File: src/rtl/word2byte_dump.sv
// word2byte_dump
// ---------------------------------------------------------------------------
// Memory readback serializer. Reads a block of 32-bit words from RAM starting
// at word address 0 and emits them as a byte stream, low byte first, so that
// a dump of a freshly programmed image reproduces the download byte for byte.
// While a dump is in progress the block owns the RAM port; otherwise the CPU
// memory signals pass straight through.
//
// Ports
//   clkMem     memory clock, all state changes on its rising edge
//   rstn       synchronous active-low reset
//   dumpEn     level: high requests/holds a dump, low aborts or acknowledges
//   wordCnt    number of words to dump (sampled at start, clamped to 2^AW)
//   addrIn     CPU word address
//   weIn       CPU byte write enables
//   enIn       CPU RAM enable
//   memData    RAM read data, valid the cycle after address+enable
//   addrOut    RAM address (dump pointer while busy, else addrIn)
//   weOut      RAM write enables (zero while busy, else weIn)
//   enOut      RAM enable (read strobe while busy, else enIn)
//   byteData   serialized byte
//   byteValid  byteData valid
//   byteReady  sink accepts the byte when high together with byteValid
//   busy       high whenever a dump is in progress or finished-but-held
//   dumpDone   high once all words have been sent, until dumpEn drops
// ---------------------------------------------------------------------------
module word2byte_dump #(
   parameter int ADDR_WIDTH = 10
) (
   input  logic                  clkMem,
   input  logic                  rstn,
   input  logic                  dumpEn,
   input  logic [ADDR_WIDTH:0]   wordCnt,
   input  logic [ADDR_WIDTH-1:0] addrIn,
   input  logic [3:0]            weIn,
   input  logic                  enIn,
   input  logic [31:0]           memData,
   output logic [ADDR_WIDTH-1:0] addrOut,
   output logic [3:0]            weOut,
   output logic                  enOut,
   output logic [7:0]            byteData,
   output logic                  byteValid,
   input  logic                  byteReady,
   output logic                  busy,
   output logic                  dumpDone
);

   typedef enum logic [2:0] {
      IDLE = 3'd0,
      RD   = 3'd1,
      CAP  = 3'd2,
      TX   = 3'd3,
      DONE = 3'd4
   } state_t;

   // Largest legal word count: the whole address space.
   localparam logic [ADDR_WIDTH:0] MAX_WORDS = {1'b1, {ADDR_WIDTH{1'b0}}};

   state_t                state;
   logic [ADDR_WIDTH-1:0] ptr;
   logic [ADDR_WIDTH:0]   remaining;
   logic [31:0]           shreg;
   logic [1:0]            byte_cnt;
   logic                  byte_valid;
   logic [ADDR_WIDTH:0]   cnt_clamped;
   logic                  handshake;
   logic                  abort;

   assign cnt_clamped = (wordCnt > MAX_WORDS) ? MAX_WORDS : wordCnt;
   assign handshake   = byte_valid & byteReady;
   // Dropping dumpEn anywhere outside IDLE returns everything to reset values;
   // this is also the normal exit from DONE.
   assign abort       = (state != IDLE) && !dumpEn;

   always_ff @(posedge clkMem) begin
      if (!rstn || abort) begin
         state      <= IDLE;
         ptr        <= '0;
         remaining  <= '0;
         shreg      <= '0;
         byte_cnt   <= '0;
         byte_valid <= 1'b0;
      end else begin
         case (state)
            IDLE: begin
               if (dumpEn) begin
                  ptr       <= '0;
                  remaining <= cnt_clamped;
                  state     <= (cnt_clamped == '0) ? DONE : RD;
               end
            end
            // Address and read strobe are presented combinationally from ptr
            // for this single cycle; data arrives during CAP.
            RD: state <= CAP;
            CAP: begin
               shreg      <= memData;
               byte_cnt   <= '0;
               byte_valid <= 1'b1;
               state      <= TX;
            end
            TX: begin
               // Without a handshake nothing here changes, so byteData and
               // byteValid hold steady while the sink stalls.
               if (handshake) begin
                  shreg    <= shreg >> 8;
                  byte_cnt <= byte_cnt + 2'd1;
                  if (byte_cnt == 2'd3) begin
                     byte_valid <= 1'b0;
                     // On the final word of a full-size dump ptr rolls to 0,
                     // but it is never used again before DONE.
                     ptr        <= ptr + 1'b1;
                     remaining  <= remaining - 1'b1;
                     state      <= (remaining == {{ADDR_WIDTH{1'b0}}, 1'b1}) ? DONE : RD;
                  end
               end
            end
            // Held here while dumpEn stays high; release is via abort.
            DONE: state <= DONE;
            default: state <= IDLE;
         endcase
      end
   end

   assign busy      = (state != IDLE);
   assign dumpDone  = (state == DONE);
   assign byteValid = byte_valid;
   assign byteData  = shreg[7:0];

   // RAM port mux: the dump never writes, and only strobes enable in RD.
   assign addrOut = busy ? ptr : addrIn;
   assign weOut   = busy ? 4'h0 : weIn;
   assign enOut   = busy ? (state == RD) : enIn;

endmodule

File: config.mk
export PLATFORM = sky130hd
export DESIGN_NAME = word2byte_dump
export DESIGN_NICKNAME = d
export VERILOG_FILES = /design/src/rtl/word2byte_dump.sv
export SDC_FILE = /design/constraint.sdc
export NUM_CORES = 1
export LEC_CHECK = 0
export CAP_MARGIN = 15
export CORE_UTILIZATION = 40
export CTS_CLUSTER_DIAMETER = 60
export DETAILED_ROUTE_END_ITERATION = 10
export PLACE_DENSITY_LB_ADDON = 0.05
export SETUP_SLACK_MARGIN = 0.1
export SLEW_MARGIN = 10
export SYNTH_ARGS = -nofsm -noshare
export SYNTH_HDL_FRONTEND = slang
export SYNTH_SLANG_ARGS = --single-unit
File: constraint.sdc
create_clock -name clkMem -period 2.3 [get_ports clkMem]
set_input_delay 0.345 -clock clkMem [delete_from_list [all_inputs] [get_ports clkMem]]
set_output_delay 0.345 -clock clkMem [all_outputs]
set_load 0.02 [all_outputs]
# --- After elaboration in Yosys (flattened, before gate mapping) ---
# Cells that the tools add are included.
op_classes:
  n_addsub: 3
  magnitude_cmp: 1
  eq_ne: 9
  mux: 25
  bitwise: 1
  reduce_logical: 13
ops:
  columns: ["cell", "count"]
  rows:
  - ["one-hot mux 32 bit (2 select lines)", 1]
  - ["2-to-1 mux 11 bit", 4]
  - ["2-to-1 mux 10 bit", 4]
  - ["2-to-1 mux 32 bit", 1]
  - ["one-hot mux 11 bit (2 select lines)", 1]
  - ["one-hot mux 10 bit (2 select lines)", 1]
  - ["2-to-1 mux 3 bit", 5]
  - ["one-hot mux 3 bit (5 select lines)", 1]
  - ["equality test 11 x 1 -> 1 bit, second input constant", 1]
  - ["> comparator 11 bit, second input constant", 1]
  - ["zero test 11 bit", 1]
  - ["subtractor 11 x 1 -> 11 bit, second input constant", 1]
  - ["adder 10 x 1 -> 10 bit, second input constant", 1]
  - ["equality test 3 x 2 -> 1 bit, second input constant", 2]
  - ["inequality test 2 bit, second input constant", 3]
  - ["AND reduction 3 bit", 2]
  - ["2-to-1 mux 4 bit", 1]
  - ["one-hot mux 2 bit (2 select lines)", 1]
  - ["AND reduction 4 bit", 1]
  - ["nonzero test 2 bit", 2]
  - ["equality test 3 x 1 -> 1 bit, second input constant", 1]
  - ["equality test 3 bit, second input constant", 1]
  - ["zero test 3 bit", 1]
  - ["2-to-1 mux 1 bit", 3]
  - ["other kinds (10)", 11]
word_totals:
  ff_bits: 59
  inputBits: 62
  output_inout_bits: 26
  word_cells: 58

# --- Depth between registers and ports, before layout ---
# Gate-level depths: netlist of the first run.
depth:
  depth_word: 6
  ltp_mapped: 7
  ltp_nobuf: 6

# --- Worst setup path after synthesis of the first run ---
# Ideal clock, no wire load.
synth_timing:
  kind: "flip-flop to output port"
  start: "register state[1]"
  end: "output addrOut[7]"
  arrival_ns: 1.615
  required_ns: 1.955
  slack_ns: 0.340
  stages_incl_launch_ff: 5
  path_buffers: 2
  path_cell_list: "dfxtp_1 buf_1 nor3_2 clkbuf_1 mux2_2"
synth_via:
  elab_chain_len: 2
synth_rtl:
  columns: ["element", "line", "rtl"]
  rows:
  - ["start: declaration", "59", "state_t state;"]
  - ["start signal: assignment", "89", "state <= (cnt_clamped == '0) ? DONE : RD;"]
  - ["start signal: assignment", "113", "state <= (remaining == {{ADDR_WIDTH{1'b0}}, 1'b1}) ? DONE : RD;"]
  - ["nonzero test 3 bit", "124", "assign busy = (state != IDLE);"]
  - ["2-to-1 mux 10 bit", "130", "assign addrOut = busy ? ptr : addrIn;"]
  - ["end: declaration", "38", "output logic [ADDR_WIDTH-1:0] addrOut,"]
# No other way between the ends.

# --- Final worst setup path of the first run ---
layout_timing:
  start: "register state[2]"
  end: "output dumpDone"
layout_via:
  elab_chain_len: 1
layout_rtl:
  columns: ["element", "line", "rtl"]
  rows:
  - ["equality test 3 bit", "125", "assign dumpDone = (state == DONE);"]
  - ["end: declaration", "45", "output logic dumpDone"]
# No other way between the ends.

==> impl_metrics.ini, run 1 <==
[sta]
final-max-slew-violation-count = 0
fin_tns_setup_ps = 0
hold_viol = 0
layout_setup_ws_ps = 166
setup_viol_count_final = 0
relSlewSlack_pct = 48.7
rsz0062_at_grt = false
worst_slew_pin_slew_ps = 769
fmax_mhz = 469
fin_crit_sh_pct = 92.8
fin_crit_ps = 2130
skew_ps = 6.05

[cts]
cts_buffer_depth = 2
post_cts_buffers = 0
tritoncts = done
htreeDepth = 3
cts-buffers-inserted = 9
cts.sinks = 59
insertion_delay_ps = 330
path_clk_slew_ps = 60
root_buffer = clkbuf_8

[route]
routed_wl_um = 8100
vias_per_cell = 5.51
ant_nets = 0
num_vias = 3021
initialDrtViolationCount = 133
wl_per_cell_um = 14.8
drc = 0
firstDrtPassIters = 4

[grt]
grt_max_degree = 36
grt_pass1_vias = 2664
track_usage_pct = 21.3
grt_pass1_wl_um = 12800
antenna_found_initial = 0
grt_overflow = 0

[job]
drv_cap = 0

[critical_path]
worst_setup_path_start_kind = register
r2r_end = remaining[10]$_SDFFE_PP0P_
critical_path_class = reg -> out
reg2reg_from = remaining[0]$_SDFFE_PP0P_
regToRegSetupSlack_ps = 260
worstSetupEndpointType = output port
r2r_cells = 6
arrival_ps = 1790
required_ps = 1960
crit_fanout = 9

[power]
switchingPower_mw = 1.02
combPwrFrac_pct = 33.5
vdd_drop_max_mv = 0.367
p_int_mw = 1.93
total_power_mw = 2.95
sw_frac_of_total_pct = 34.6
p_per_area_mw_per_mm2 = 720
clkPwrFrac_pct = 27.4
power.leakage_nw = 1.42
seq_power_share_pct = 39.1

[cells_and_area]
antenna_cells = 0
final_nets = 511
layout-drive-gt1-share_pct = 10.2
syn_to_final_growth_pct = 37.0
fillCellCount = 720
fin_cells = 548
mostFrequentLayoutCells = 73 x clkdlybuf4s50_1, 58 x dfxtp_1, 49 x nand2_1, 42 x a21oi_1, 24 x o221ai_1
final_common_cell = clkdlybuf4s50_1
final_design_area_no_fill_mm2 = 0.00411

[floorplanning]
die_h_um = 88.6
core_mm2 = 0.00725
io-pin-count = 88
fp.dieArea_mm2 = 0.00784
initial_core_util_pct = 41.3
fp.dieW_um = 88.6
num_rows = 31

[placed_design]
hpwl_um = 5710
post_dp_cell_area_mm2 = 0.00395
dp_worst_setup_slack_ps = 81.4
numPortBuffers = 87
placedCellCount = 533
place.gp.congestion = 0.888

[logic_synthesis]
synthesis.area_mm2 = 0.00300
async_reset_ff_share_pct = 0
synth_edf_count = 0
synthCells = 365
synthFlopType = dfxtp_1
yosys_warnings = 0
avgSynthCellArea_um2 = 8.21
yosysTopAreaCellShare_pct = 39.4
ys_ff_latch = 59
yosysTopAreaCell = dfxtp_1
seq_area_frac_synth_pct = 39.4
synth_cell_types = 52
syn-num-nets = 431
synthTopCellsByArea = dfxtp_1 39%, a21oi_1 7.0%, o221ai_1 7.0%, nand2_1 6.1%, o21ai_0 3.0%

[run_status]
status = completed

[worst_hold_path]
worst_hold_path.endpoint = shreg[3]$_SDFFE_PP0P_
min_delay_path_depth = 2
min_path_type = reg -> reg
min-delay-start = shreg[3]$_SDFFE_PP0P_
-- power by group through the flow --
stage / clock network (mW) / registers [mW] / logic [mW]
floorplan: 0 / 1.15 / 0.626
finish: 0.811 / 1.15 / 0.990
detailed placement: 0 / 1.17 / 1.02
CTS: 0.835 / 1.15 / 0.991
global placement: 0 / 1.17 / 1.02
global route: 0.878 / 1.16 / 1.07
-- timing repair --
action	CTS	global route
hold buffers	0	0
gates resized for setup	16	0
setup endpoints to repair	15	0
hold endpoints to repair	0	0
-- synth_stat cells, types with 2 or more instances --
cell,n
o21ai_0,18
o221ai_1,24
mux2_2,6
and4_1,2
nor3_1,5
a22oi_1,12
nand3b_1,2
or3_1,8
o21a_1,3
nand2_1,49
ha_1,4
dfxtp_1,59
nor2_1,23
or2_2,3
buf_4,8
inv_1,8
clkbuf_1,18
buf_1,3
and2_1,5
o31ai_1,5
buf_6,3
a21oi_1,42
a31oi_1,5
nor4_1,4
nand4_1,3
o22ai_1,2
or4_1,7
nand3_1,10
-- state kept, by name (all words and copies together), names as in the netlist --
signal     cells
byteValid      1
state          3
shreg         32
remaining     11
byte_cnt       2
ptr           10
-- through the flow --
step / hold WS [ps] / util [%]
global route: 472 / 56.6
floorplan: 432 / -
detailed placement: 445 / 54.5
finish: 450 / 56.6
CTS: 454 / 56.6
global placement: 439 / 54.5
-- worst max-delay path, stage by stage (launching register included) --
cell and delay (ps):
dfxtp_1 350, buf_4 170, inv_1 110, nor3_1 200
clkdlybuf4s50_1 630
-- area by class of cell --
cell class	instances	area [um2]	area share (%)
Clock buffer	10	138	3.35
Clock inverter	5	30.0	0.731
Inverter	8	30.0	0.731
Multi-Input combinational cell	265	1620	39.4
Sequential cell	59	1180	28.8
Tap cell	99	124	3.02
Timing Repair Buffer	102	982	23.9
-- kinds of logic (layout without fill, tap and decap cells) --
| group | count (synthesis) | after routing | share of synthesized area, % |
|---|---|---|---|
| simple gates | 128 | 128 | 21.3 |
| fa+ha+maj | 4 | 4 | 1.67 |
| buf+inv | 41 | 125 | 6.93 |
| mux | 6 | 6 | 2.25 |
| xor+xnor | 1 | 1 | 0.292 |
| compound gates | 126 | 126 | 28.2 |
| flops | 59 | 59 | 39.4 |
-- metal layers --
layer	vias up	global-route usage, %	share of wire [%]	routed length [um]
met1	1388	30.1	50	4060
met4	0	8.36	1.5	121
met3	12	3.64	4.8	386
met5	-	0	0	0
met2	91	32.2	44	3530
li1	1530	-	-	-
-- worst max-delay path by stage --
stage	from	to	slack (ps)	cells past startpoint
floorplan	state[1]$_SDFFE_PP0P_	addrOut[7]	340	4
global placement	dumpEn	ptr[8]$_SDFFE_PP0P_	100	5
detailed placement	dumpEn	ptr[8]$_SDFFE_PP0P_	80	5
CTS	state[2]$_SDFFE_PP0P_	dumpDone	150	4
global route	state[2]$_SDFFE_PP0P_	dumpDone	100	4
finish	state[2]$_SDFFE_PP0P_	dumpDone	170	4
No activity file was read; power rests on OpenSTA's default activity.
==> run 2: changes to the inputs <==
==> constraint.sdc (replaced) <==
create_clock -name clkMem -period 2.1 [get_ports clkMem]
set_input_delay 0.315 -clock clkMem [delete_from_list [all_inputs] [get_ports clkMem]]
set_output_delay 0.315 -clock clkMem [all_outputs]
set_load 0.02 [all_outputs]
==> impl_metrics.ini, run 2 (synthesis gave the netlist of run 1 again) <==
[run_status]
status = completed

[floorplanning]
fp.dieW_um = 88.6
core_mm2 = 0.00725
io-pin-count = 88
initial_core_util_pct = 41.3
fp.dieArea_mm2 = 0.00784
num_rows = 31
die_h_um = 88.6

[critical_path]
crit_chain = nor3_4 -> buf_12 -> buf_4 -> mux2_2 -> clkbuf_2
crit_fanout = 9
worstSetupEndpointType = output port
cp_slowest_stage_delay_ps = 350
worst_setup_path_start_kind = register
arrival_ps = 1640
slowest_stage = dfxtp_1
critical_path_class = reg -> out
required_ps = 1780
cpLargestDelayFamily = buffers and inverters
cp.buffers_inverters = 3

[cells_and_area]
layout-drive-gt1-share_pct = 15.9
final_common_cell = clkdlybuf4s50_1
regMostFlops = shreg
reg.largest.list = shreg x32, remaining x11, ptr x10
final_util_pct = 59.3
mostFrequentLayoutCells = 70 x clkdlybuf4s50_1, 58 x dfxtp_1, 49 x nand2_1, 41 x a21oi_1
largest_register_ffs = 32
syn_to_final_growth_pct = 43.5
antenna_cells = 0
final_nets = 526
final_design_area_no_fill_mm2 = 0.00430
fillCellCount = 711

[sta]
rsz0062_at_grt = true
hold_viol = 0
fin_crit_ps = 1960
final-max-slew-violation-count = 0
setup_viol_count_final = 0
layout_setup_ws_ps = 141
worst_slew_pin_slew_ps = 485
skew_ps = 9.47
fmax_mhz = 510
relSlewSlack_pct = 67.5
fin_crit_sh_pct = 93.3

[placed_design]
hpwl_um = 5960
place.gp.congestion = 0.873
post_dp_cell_area_mm2 = 0.00402
numPortBuffers = 87
dp_worst_setup_slack_ps = -93.3

[grt]
grt_overflow = 0
antenna_found_initial = 0
grt_max_degree = 35
grt_pass1_wl_um = 13600
grt_pass1_vias = 2777
track_usage_pct = 22.6

[cts]
tritoncts = done
cts-buffers-inserted = 9
cts.sinks = 59
cts_buffer_depth = 2
root_buffer = clkbuf_8
htreeDepth = 3
ctsHoldBuffers = 0
insertion_delay_ps = 350
path_clk_slew_ps = 70

[route]
drt-met1-wl_um = 4190
wl_met2_um = 3850
firstDrtPassIters = 4
met3_length_um = 482
vias_per_cell = 5.54
ant_nets = 0
drc = 0
num_vias = 3123
wl_per_cell_um = 15.3
routed_wl_um = 8630
initialDrtViolationCount = 117
highest_layer = met4

[power]
seq_power_share_pct = 34.2
p_int_mw = 2.48
p_per_area_mw_per_mm2 = 858
sw_frac_of_total_pct = 32.9
switchingPower_mw = 1.21
vdd_drop_max_mv = 0.380
total_power_mw = 3.69
clkPwrFrac_pct = 32.2
combPwrFrac_pct = 33.6
power.leakage_nw = 1.52

[worst_hold_path]
min_path_type = reg -> reg

[job]
drv_cap = 0
==> run 2: power groups by stage <==
stage,registers [mW],clock network (mW),logic [mW]
floorplan,1.26,0,0.686
global placement,1.28,0,1.17
detailed placement,1.28,0,1.19
CTS,1.25,1.21,1.15
global route,1.27,1.27,1.34
finish,1.26,1.19,1.24
==> run 2: layer usage <==
layer  up-vias  track usage, %
li1       1554               -
met3        10            4.38
met5         -               0
met1      1457            32.5
met2       102            33.7
met4         0            7.77
==> run 2: final cells by class <==
cell class / count / area [um2] / area share (%)
multi-input combinational: 266 / 1650 / 38.4
inverter: 8 / 33.8 / 0.786
clock inverter: 6 / 87.6 / 2.04
clock buffer: 10 / 138 / 3.20
timing repair buffer: 116 / 1080 / 25.2
tap: 99 / 124 / 2.88
sequential: 59 / 1180 / 27.5
==> run 2: worst register-to-register path, stage by stage (launching register included) <==
cell and delay [ps]:
dfxtp_1 340, buf_6 160, or4b_4 570, o21a_4 170, or4_1 510, a21oi_1 140
==> run 2: repair_timing <==
action / 4_1_cts / 5_1_grt
cloned: 0 / 1
pin swaps: 1 / 3
buffers inserted: 1 / 5
endpoints found under the setup margin: 17 / 14
gates resized for setup: 17 / 26
==> run 2: per-stage QoR <==
| stage | instances | hold WS (ps) | setup TNS, ps |
|---|---|---|---|
| 2_1_floorplan | 365 | 432 | 0 |
| 3_3_place_gp | 541 | 439 | -452 |
| 3_5_place_dp | 541 | 445 | -631 |
| 4_1_cts | 558 | 454 | 0 |
| 5_1_grt | 564 | 470 | 0 |
| 6_report | 564 | 449 | 0 |
==> run 2: final timing paths <==
kind | cells past startpoint | to | from | slack, ps
worst min-delay path | 2 | shreg[0]$_SDFFE_PP0P_ | shreg[0]$_SDFFE_PP0P_ | 450
worst max register to register | 5 | ptr[8]$_SDFFE_PP0P_ | state[1]$_SDFFE_PP0P_ | 150
worst max-delay path | 5 | addrOut[7] | state[0]$_SDFFE_PP0P_ | 140
worst min register to register | 2 | shreg[0]$_SDFFE_PP0P_ | shreg[0]$_SDFFE_PP0P_ | 450
